`config.mk`:
```
export PLATFORM = sky130hd
export DESIGN_NAME = pc_sequencer
export DESIGN_NICKNAME = d
export VERILOG_FILES = /design/src/rtl/pc_sequencer_pkg.sv /design/src/rtl/next_pc_mux.sv /design/src/rtl/pc_sequencer_pred_queue.sv /design/src/rtl/pc_sequencer.sv
export SDC_FILE = /design/constraint.sdc
export NUM_CORES = 1
export LEC_CHECK = 0
export ABC_AREA = 1
export BUFFER_PORTS_ARGS = -buffer_cell sky130_fd_sc_hd__buf_4
export CORE_MARGIN = 2
export CORE_UTILIZATION = 45
export DETAILED_ROUTE_END_ITERATION = 10
export HOLD_SLACK_MARGIN = 0.03
export SETUP_SLACK_MARGIN = 0.3
export SYNTH_ARGS = -nofsm -noshare
export SYNTH_HDL_FRONTEND = slang
export SYNTH_SLANG_ARGS = --single-unit
```
`constraint.sdc`:
```
create_clock -name clk -period 5.75 [get_ports clk]
set_input_delay 0.575 -clock clk [delete_from_list [all_inputs] [get_ports clk]]
set_output_delay 0.575 -clock clk [all_outputs]
set_load 0.05 [all_outputs]
```
`src/rtl/pc_sequencer_pkg.sv`:
```
// Shared types for the fetch PC sequencer: prediction entries,
// sequencer FSM states and reset defaults.
package pc_sequencer_pkg;

    localparam logic [31:0] RESET_PC_DEFAULT = 32'h0000_0000;
    localparam int          PQ_DEPTH_DEFAULT = 4;

    typedef struct packed {
        logic        pred_taken;
        logic [31:0] pred_next;
        logic [31:0] pc4;
    } pred_entry_t;

    typedef enum logic [1:0] {
        ST_BOOT,
        ST_RUN,
        ST_HOLD,
        ST_REDIR
    } state_t;

endpackage

```
`src/rtl/next_pc_mux.sv`:
```
// 2:1 next-PC selector: sequential fall-through or predicted target.
module next_pc_mux #(
    parameter int WIDTH = 32
) (
    input  logic             sel,
    input  logic [WIDTH-1:0] seq,
    input  logic [WIDTH-1:0] target,
    output logic [WIDTH-1:0] next
);

    assign next = sel ? target : seq;

endmodule

```
`src/rtl/pc_sequencer_pred_queue.sv`:
```
// In-order circular FIFO of fetched branch predictions awaiting EX
// resolution; pointers carry an extra wrap bit to tell full from empty.
module pred_queue
    import pc_sequencer_pkg::*;
#(
    parameter int DEPTH = PQ_DEPTH_DEFAULT
) (
    input  logic        clk,
    input  logic        reset_n,
    input  logic        push,
    input  logic        pop,
    input  logic        clear,
    input  pred_entry_t din,
    output pred_entry_t dout,
    output logic        full,
    output logic        empty
);

    localparam int AW = $clog2(DEPTH);

    pred_entry_t   mem [DEPTH];
    logic [AW:0]   wr_ptr;
    logic [AW:0]   rd_ptr;
    logic [AW:0]   count;
    logic          do_push;
    logic          do_pop;

    assign count = wr_ptr - rd_ptr;
    assign empty = (count == '0);
    assign full  = (count == (AW+1)'(DEPTH));

    assign do_pop  = pop & ~empty;
    // A full queue can still take a push when the head leaves this cycle.
    assign do_push = push & (~full | do_pop);

    assign dout = mem[rd_ptr[AW-1:0]];

    always_ff @(posedge clk or negedge reset_n) begin
        if (!reset_n) begin
            wr_ptr <= '0;
            rd_ptr <= '0;
        end else if (clear) begin
            wr_ptr <= '0;
            rd_ptr <= '0;
        end else begin
            if (do_push) wr_ptr <= wr_ptr + 1'b1;
            if (do_pop)  rd_ptr <= rd_ptr + 1'b1;
        end
    end

    always_ff @(posedge clk) begin
        if (do_push && !clear) mem[wr_ptr[AW-1:0]] <= din;
    end

endmodule

```
`src/rtl/pc_sequencer.sv`:
```
// Fetch PC owner: chooses PC+4 / predicted target / EX redirect each
// cycle and checks queued predictions against EX resolution.
module pc_sequencer
    import pc_sequencer_pkg::*;
#(
    parameter logic [31:0] RESET_PC = RESET_PC_DEFAULT,
    parameter int          PQ_DEPTH = PQ_DEPTH_DEFAULT
) (
    input  logic        clk,
    input  logic        reset_n,
    input  logic        stall,
    input  logic        imem_ready,
    input  logic        bht_taken,
    input  logic        btb_hit,
    input  logic [31:0] btb_target,
    input  logic        is_branch,
    input  logic        ex_valid,
    input  logic        ex_taken,
    input  logic [31:0] ex_target,
    output logic [31:0] pc,
    output logic        fetch_valid,
    output logic        flush,
    output logic        pq_full,
    output logic        mispredict
);

    state_t      state_q;
    state_t      state_d;
    logic [31:0] pc_q;
    logic [31:0] pc_d;
    logic [31:0] pc4;
    logic [31:0] pred_next;
    logic [31:0] actual;
    logic        pred_taken;
    logic        fetching;
    logic        resolve;
    logic        redirect;
    logic        advance;
    logic        push;
    logic        q_full;
    logic        q_empty;
    logic        unused_head_taken;
    pred_entry_t entry;
    pred_entry_t head;

    assign pc4        = pc_q + 32'd4;
    assign pred_taken = bht_taken & btb_hit;

    next_pc_mux #(.WIDTH(32)) u_mux (
        .sel    (pred_taken),
        .seq    (pc4),
        .target (btb_target),
        .next   (pred_next)
    );

    assign entry = '{pred_taken: pred_taken, pred_next: pred_next, pc4: pc4};

    pred_queue #(.DEPTH(PQ_DEPTH)) u_queue (
        .clk     (clk),
        .reset_n (reset_n),
        .push    (push),
        .pop     (resolve),
        .clear   (redirect),
        .din     (entry),
        .dout    (head),
        .full    (q_full),
        .empty   (q_empty)
    );

    assign unused_head_taken = head.pred_taken;

    assign resolve  = ex_valid & ~q_empty;
    assign actual   = ex_taken ? ex_target : head.pc4;
    assign redirect = resolve & (actual != head.pred_next);

    assign fetching = (state_q == ST_RUN) | (state_q == ST_HOLD);
    // A same-cycle pop frees a slot, so a full queue only blocks without one.
    assign advance  = fetching & ~stall & imem_ready
                    & ~(is_branch & q_full & ~resolve);
    assign push     = advance & is_branch & ~redirect;

    always_comb begin
        state_d = state_q;
        pc_d    = pc_q;
        unique case (state_q)
            ST_BOOT:  state_d = ST_RUN;
            ST_RUN,
            ST_HOLD: begin
                state_d = advance ? ST_RUN : ST_HOLD;
                if (advance) pc_d = pred_next;
            end
            ST_REDIR: state_d = ST_RUN;
        endcase
        if (redirect) begin
            state_d = ST_REDIR;
            pc_d    = actual;
        end
    end

    always_ff @(posedge clk or negedge reset_n) begin
        if (!reset_n) begin
            state_q <= ST_BOOT;
            pc_q    <= RESET_PC;
        end else begin
            state_q <= state_d;
            pc_q    <= pc_d;
        end
    end

    assign pc          = pc_q;
    assign fetch_valid = fetching;
    assign flush       = redirect;
    assign mispredict  = redirect;
    assign pq_full     = q_full;

`ifndef SYNTHESIS
    always @(posedge clk) begin
        if (reset_n && ex_valid)
            assert (!q_empty)
            else $error("ex_valid with empty prediction queue");
    end
`endif

endmodule

```
* After elaboration in Yosys (flattened, before gate mapping) *
Memory sizes are Yosys's and may differ from the RTL's.
Cells that the tools add are included.

storage, ports and cells
  bits in registers = 40
  RAM bits = 260
  input bits = 73
  output and inout bits = 36
  word-level logic and storage cells = 59
  memories = 1

memory list
  name         depth  bits a word  read ports  clocked after memory_dff  wr ports  line                           source
  u_queue.mem  4      65           1           0                         1         pc_sequencer_pred_queue.sv:21  pred_entry_t mem [DEPTH];

operators by class
  add/sub/neg operators = 4
  equality and inequality tests = 5
  multiplexer cells = 14
  bitwise logic cells = 20
  reductions and logical operators = 11

operator list
  operator                                                          number
  32-bit two-way mux                                                5
  32-bit by 3-bit adder with 32-bit output (second input constant)  1
  32-bit inequality test                                            1
  1-bit AND                                                         12
  3-bit two-way mux                                                 4
  2-bit nonzero test                                                4
  3-bit by 1-bit adder with 3-bit output (second input constant)    2
  1-bit NOT                                                         6
  2-bit == test (second input constant)                             2
  2-bit two-way mux                                                 2
  2-bit case mux with 2 select lines                                1
  2-bit OR reduction                                                2
  3-bit == test (second input constant)                             1
  3-bit zero test                                                   1
  3-bit subtractor                                                  1
  2-bit by 1-bit == test with 1-bit output (second input constant)  1
  2-bit zero test                                                   1
  1-bit two-way mux                                                 2
  1-bit bitwise OR                                                  2
  2-bit AND reduction                                               1
  1-bit logical AND                                                 1
  1-bit zero test                                                   1

* Depth between registers and ports, before layout *
  word-level depth = 14
  gate-level depth with buffers = 21

* Cells and area by module *
Synthesis repeated with hierarchy kept, for this count alone.

unflattened totals
  cell total of the unflattened synthesis = 1,480
  area, all modules = 14,911.8 um^2

modules (own cells, without submodules)
  module        times used  cells each  area an instance (um^2)
  pred_queue    1           702         10,685.2
  pc_sequencer  1           674         3,734.8
  next_pc_mux   1           104         491.7

* Least setup slack after synthesis *
Ideal clock, no wire load.

  path type = register -> register
  start point = register u_queue.rd_ptr[1]
  end point = memory u_queue.mem[0][0] (netlist name), enable pin
  arrival time = 4,895 ps
  data required time = 5,264 ps
  slack = 368 ps
  cell stages (with the launch flop) = 14
  period minus slack after synthesis = 5,382 ps
  cells stage by stage = dfrtp_1 > inv_2 > clkbuf_1 > ha_1 > a21oi_1 > xor2_1 > nor2_1 > nand2_1 > o21ai_0 > inv_1 > nand2_1 > inv_1 > nand2_1 > nor2_1

on the way
  elaborated cells between the ends (all ways) = 25

RTL lines
  item                                         line                           source
  start: declaration                           pc_sequencer_pred_queue.sv:23  logic [AW:0] rd_ptr;
  start signal: assignment                     pc_sequencer_pred_queue.sv:47  if (do_pop) rd_ptr <= rd_ptr + 1'b1;
  3-bit subtractor (*)                         pc_sequencer_pred_queue.sv:28  assign count = wr_ptr - rd_ptr;
  3-bit == test (*)                            pc_sequencer_pred_queue.sv:30  assign full = (count == (AW+1)'(DEPTH));
  net pq_full                                  pc_sequencer.sv:23             output logic pq_full,
  1-bit AND (2 in series)                      pc_sequencer.sv:79             & ~(is_branch & q_full & ~resolve);
  1-bit NOT                                    pc_sequencer.sv:79
  1-bit AND                                    pc_sequencer.sv:79
  1-bit AND (2 in series)                      pc_sequencer.sv:80             assign push = advance & is_branch & ~redirect;
  1-bit AND (*)                                pc_sequencer_pred_queue.sv:34  assign do_push = push & (~full | do_pop);
  1-bit logical AND (*)                        pc_sequencer_pred_queue.sv:52  if (do_push && !clear) mem[wr_ptr[AW-1:0]] <= din;
  1-bit two-way mux (*)                        pc_sequencer_pred_queue.sv:52
  1-bit two-way mux (not written as such) (*)  pc_sequencer_pred_queue.sv:52
  end: declaration                             pc_sequencer_pred_queue.sv:21

The timed path passes the listed nets; every way through them passes the cells marked *.

* Worst setup path after layout *
  start point = register u_queue.rd_ptr[0]
  end point = output port flush

on the way
  cells in the longest elaborated chain, start to end = 5
  elaborated cells between the ends (all ways) = 8

ends and longest elaborated chain
  item                                                       line                source
  branches (longest 4 deep; another with memory 4 x 65 bit)  --
  1-bit AND (*)                                              pc_sequencer.sv:74  assign redirect = resolve & (actual != head.pred_next);
  end: declaration                                           pc_sequencer.sv:22  output logic flush,

Every way passes the cells marked *.

==> flow_metrics.env <==
export IMPL_clkSlewWorstSetupHoldPaths_ns=0.06
export IMPL_cts_max_path_buffers=3
export IMPL_path_common_cell="nand2_1"
export IMPL_path_cells="inv_2, buf_4, nand2_1, nand3_1, nand2_1, nand2_1, nand3_1, nand2_1, nand2_1, nor2_1, nand2_1, nor2_1, nand2_2, nand2_2, inv_1, buf_4"
export IMPL_setup_viol=0
export IMPL_reg2regPathDepth=17
export IMPL_busiest_layer="met2"
export IMPL_stdcell_count=2271
export IMPL_root_buffer="clkbuf_16"
export IMPL_synth_top_family_by_area="simple AND/OR/NAND/NOR gates"
export IMPL_cts_made_buffers=34
export IMPL_rsz0062_at_grt="false"
export IMPL_postSynthAreaPerCell_um2=8.714
export IMPL_fmax_mhz=229.1
export IMPL_seq_area_frac_synth_pct=57.90
export IMPL_hold_ws_ns=0.1254
export IMPL_cts_resized=0
export IMPL_drtIter0Drc=958
export IMPL_fin_crit_sh_pct=75.90
export IMPL_gr_total_overflow=0
export IMPL_grt_start_max_net_pins=191
export IMPL_post_route_cell_area_um2=17290
export IMPL_finalHoldViolations=0
export IMPL_ir_drop_mv=0.4041
export IMPL_path_buf_inv=4
export IMPL_start_kind="flip-flop"
export IMPL_dieArea_um2=34820
export IMPL_gp_congestion=0.8412
export IMPL_required_ns=5.18
export IMPL_die_h_um=186.6
export IMPL_synth_xor_area_share_pct=1.751
export IMPL_drt_total_wl_um=42390
export IMPL_grt_pass1_wl_um=65130
export IMPL_critPathMaxFanout=51
export IMPL_grt_usage_pct=24.34
export IMPL_setup_ws_ns=1.386
export IMPL_r2r_start="u_queue.rd_ptr[0]$_DFFE_PN0P_"
export IMPL_fp_dieW_um=186.6
export IMPL_grt_met3_usage_pct=4.683
export IMPL_grtUsageMet2_pct=41.09
export IMPL_syn_to_final_growth_pct=15.20
export IMPL_tightest_slew_ns=1.149
export IMPL_vias_per_cell=5.157
export IMPL_netlist_instances=1722
export IMPL_leakage_nw=7.822
export IMPL_diodes=0
export IMPL_fin_skew_ns=0.01838
export IMPL_yosys_warnings=0
export IMPL_crit_type="flip-flop to output pin"
export IMPL_yosys_mux_area_fraction_pct=0.3335
export IMPL_wl_per_cell_um=18.67
export IMPL_reg2reg_slack_ns=1.50
export IMPL_pre_cts_ws_ns=1.526
export IMPL_hpwl_um=26150
export IMPL_ant_nets=0
export IMPL_status="complete, no violations"
export IMPL_end_kind="output pin"
export IMPL_initial_core_util_pct=45.89
export IMPL_max_stage_delay_ns=0.82
export IMPL_vias=11710
export IMPL_finalSetupTns_ns=0
export IMPL_clkLatencyLatePin_ns=0.51
export IMPL_hold_buffers=0
export IMPL_port_buffers=108
export IMPL_cts_sinks=296
export IMPL_antenna_found_initial=0
export IMPL_design_core_area_um2=32700
export IMPL_rows=66
export IMPL_grt_met1_usage_pct=32.13
export IMPL_relSlewSlack_pct=23.42
export IMPL_powerDensity_nw_per_um2=487.2
export IMPL_synth_compound_area_share_pct=3.269
export IMPL_num_nets_final=1884
export IMPL_syn_num_nets=1803
export IMPL_drc=0
export IMPL_yosys_area_share_simple_pct=26.82
export IMPL_report_final_slew_viol_count=0
export IMPL_timing_rr_end="u_queue.mem[2][18]$_DFFE_PP_"
export IMPL_io_pins=109
export IMPL_drive_above_1_share_pct=12.25
export IMPL_path_delay_family="buffers and inverters"
export IMPL_period_minus_slack_ns=4.364
export IMPL_cts_setup_buffers=0
export IMPL_cts_htree_levels=2
export IMPL_hold_class="primary input to async pin"
export IMPL_grt_pass1_vias=11360
export IMPL_synthAdderAreaFrac_pct=0.6671
export IMPL_synth_distinct_cells=30
export IMPL_placed_cell_area_um2=16170
export IMPL_arrival_ns=3.79
export IMPL_first_pass_iters=6
export IMPL_ys_ff_latch=296
export IMPL_dpl_cell_count=2209
export IMPL_critPathSlowestCell="inv_2"
export IMPL_drv_cap=0
export IMPL_cts_tree="done"
export IMPL_syn_area_um2=15010
[routing by layer]
layer  vias to the layer above  routed length, um
met3                        72               3212
met5                         -                  0
met2                       427              20240
li1                       5670                  -
met1                      5542              17970
met4                         0                973
[where the power goes]
| group | total [mW] | leakage [nW] | internal [mW] | switching, mW |
|---|---|---|---|---|
| registers | 3.01 | 2.82 | 2.75 | 0.268 |
| clock network | 2.15 | 0.553 | 1.30 | 0.850 |
| logic | 3.26 | 4.45 | 0.921 | 2.34 |
| total | 8.42 | 7.82 | 4.96 | 3.46 |
[cells by family after synthesis]
kind of cell,Yosys count
DFF,296
muxes,5
and+or+nand+nor,959
xor gates and xnor gates,30
AOI/OAI and AO/OA,88
adders and majority gates,8
buffers and inverters,336
[flip-flops by register name, summed over array words and instances, names as in the netlist]
register	flops
u_queue.rd_ptr	3
u_queue.wr_ptr	3
pc	32
u_queue.mem	256
state_q	2
[worst max path at each step]
stage / from / to / slack, ns / depth (start not counted)
floorplan: u_queue.rd_ptr[1]$_DFFE_PN0P_ / u_queue.mem[0][0]$_DFFE_PP_ / 0.37 / 13
global placement: u_queue.rd_ptr[0]$_DFFE_PN0P_ / u_queue.mem[2][47]$_DFFE_PP_ / 1.57 / 17
detailed placement: u_queue.rd_ptr[0]$_DFFE_PN0P_ / u_queue.mem[2][47]$_DFFE_PP_ / 1.53 / 17
CTS: u_queue.rd_ptr[0]$_DFFE_PN0P_ / flush / 1.36 / 16
global route: u_queue.rd_ptr[0]$_DFFE_PN0P_ / flush / 1.11 / 16
finish: u_queue.rd_ptr[0]$_DFFE_PN0P_ / flush / 1.39 / 16
[final cells by class]
class                   count  area (um2)
multi-input cells        1090        4971
inverters                 254       953.4
fillers                  3053       15410
well taps                 442       553.0
clock inverters            15       118.9
clock buffers              47       993.5
repair buffers            127        1003
flip-flops and latches    296        8693
[Yosys cell counts, drive strengths merged]
master / number / area, um2
xor2: 24 / 210.2
nand4: 7 / 43.79
o21a: 9 / 67.56
ha: 8 / 100.1
nor3b: 1 / 7.510
nor3: 13 / 65.06
nor4: 2 / 12.51
mux2i: 5 / 50.05
inv: 250 / 938.4
o211ai: 10 / 75.07
nand3: 212 / 1061
edfxtp: 256 / 7687
dfrtp: 40 / 1001
nand2: 579 / 2178
o21ai: 66 / 330.3
buf: 52 / 324.1
xnor2: 6 / 52.55
nand3b: 7 / 52.55
clkinv: 4 / 15.01
clkbuf: 30 / 112.6
or2: 34 / 212.7
nor2: 104 / 390.4
a21oi: 2 / 10.01
a21boi: 1 / 7.510
[placed cells by master, fill, tap and decap left out, types with 4 or more instances in the layout]
master | netlist | final
nand2_1 | 577 | 576
edfxtp_1 | 256 | 256
inv_1 | 248 | 247
nand3_1 | 212 | 212
buf_4 | 8 | 123
nor2_1 | 104 | 100
o21ai_0 | 62 | 61
dfrtp_1 | 40 | 38
clkbuf_16 | 0 | 37
or2_2 | 34 | 34
xor2_1 | 24 | 24
nor3_1 | 13 | 13
o211ai_1 | 10 | 10
clkinv_1 | 4 | 9
o21a_1 | 9 | 9
ha_1 | 8 | 8
clkinv_2 | 0 | 8
nand4_1 | 7 | 7
nand3b_1 | 7 | 7
clkbuf_1 | 30 | 7
xnor2_1 | 6 | 6
mux2i_1 | 5 | 5
o21ai_1 | 4 | 4
nor2_4 | 0 | 4
buf_12 | 0 | 4
[through the flow]
stage	power [mW]	utilization, %
finish	8.422	52.86
global route	8.912	52.86
CTS	8.464	52.86
detailed placement	6.317	49.46
global placement	6.267	49.46
floorplan	5.308	-
(Power assumes the default switching activity.)
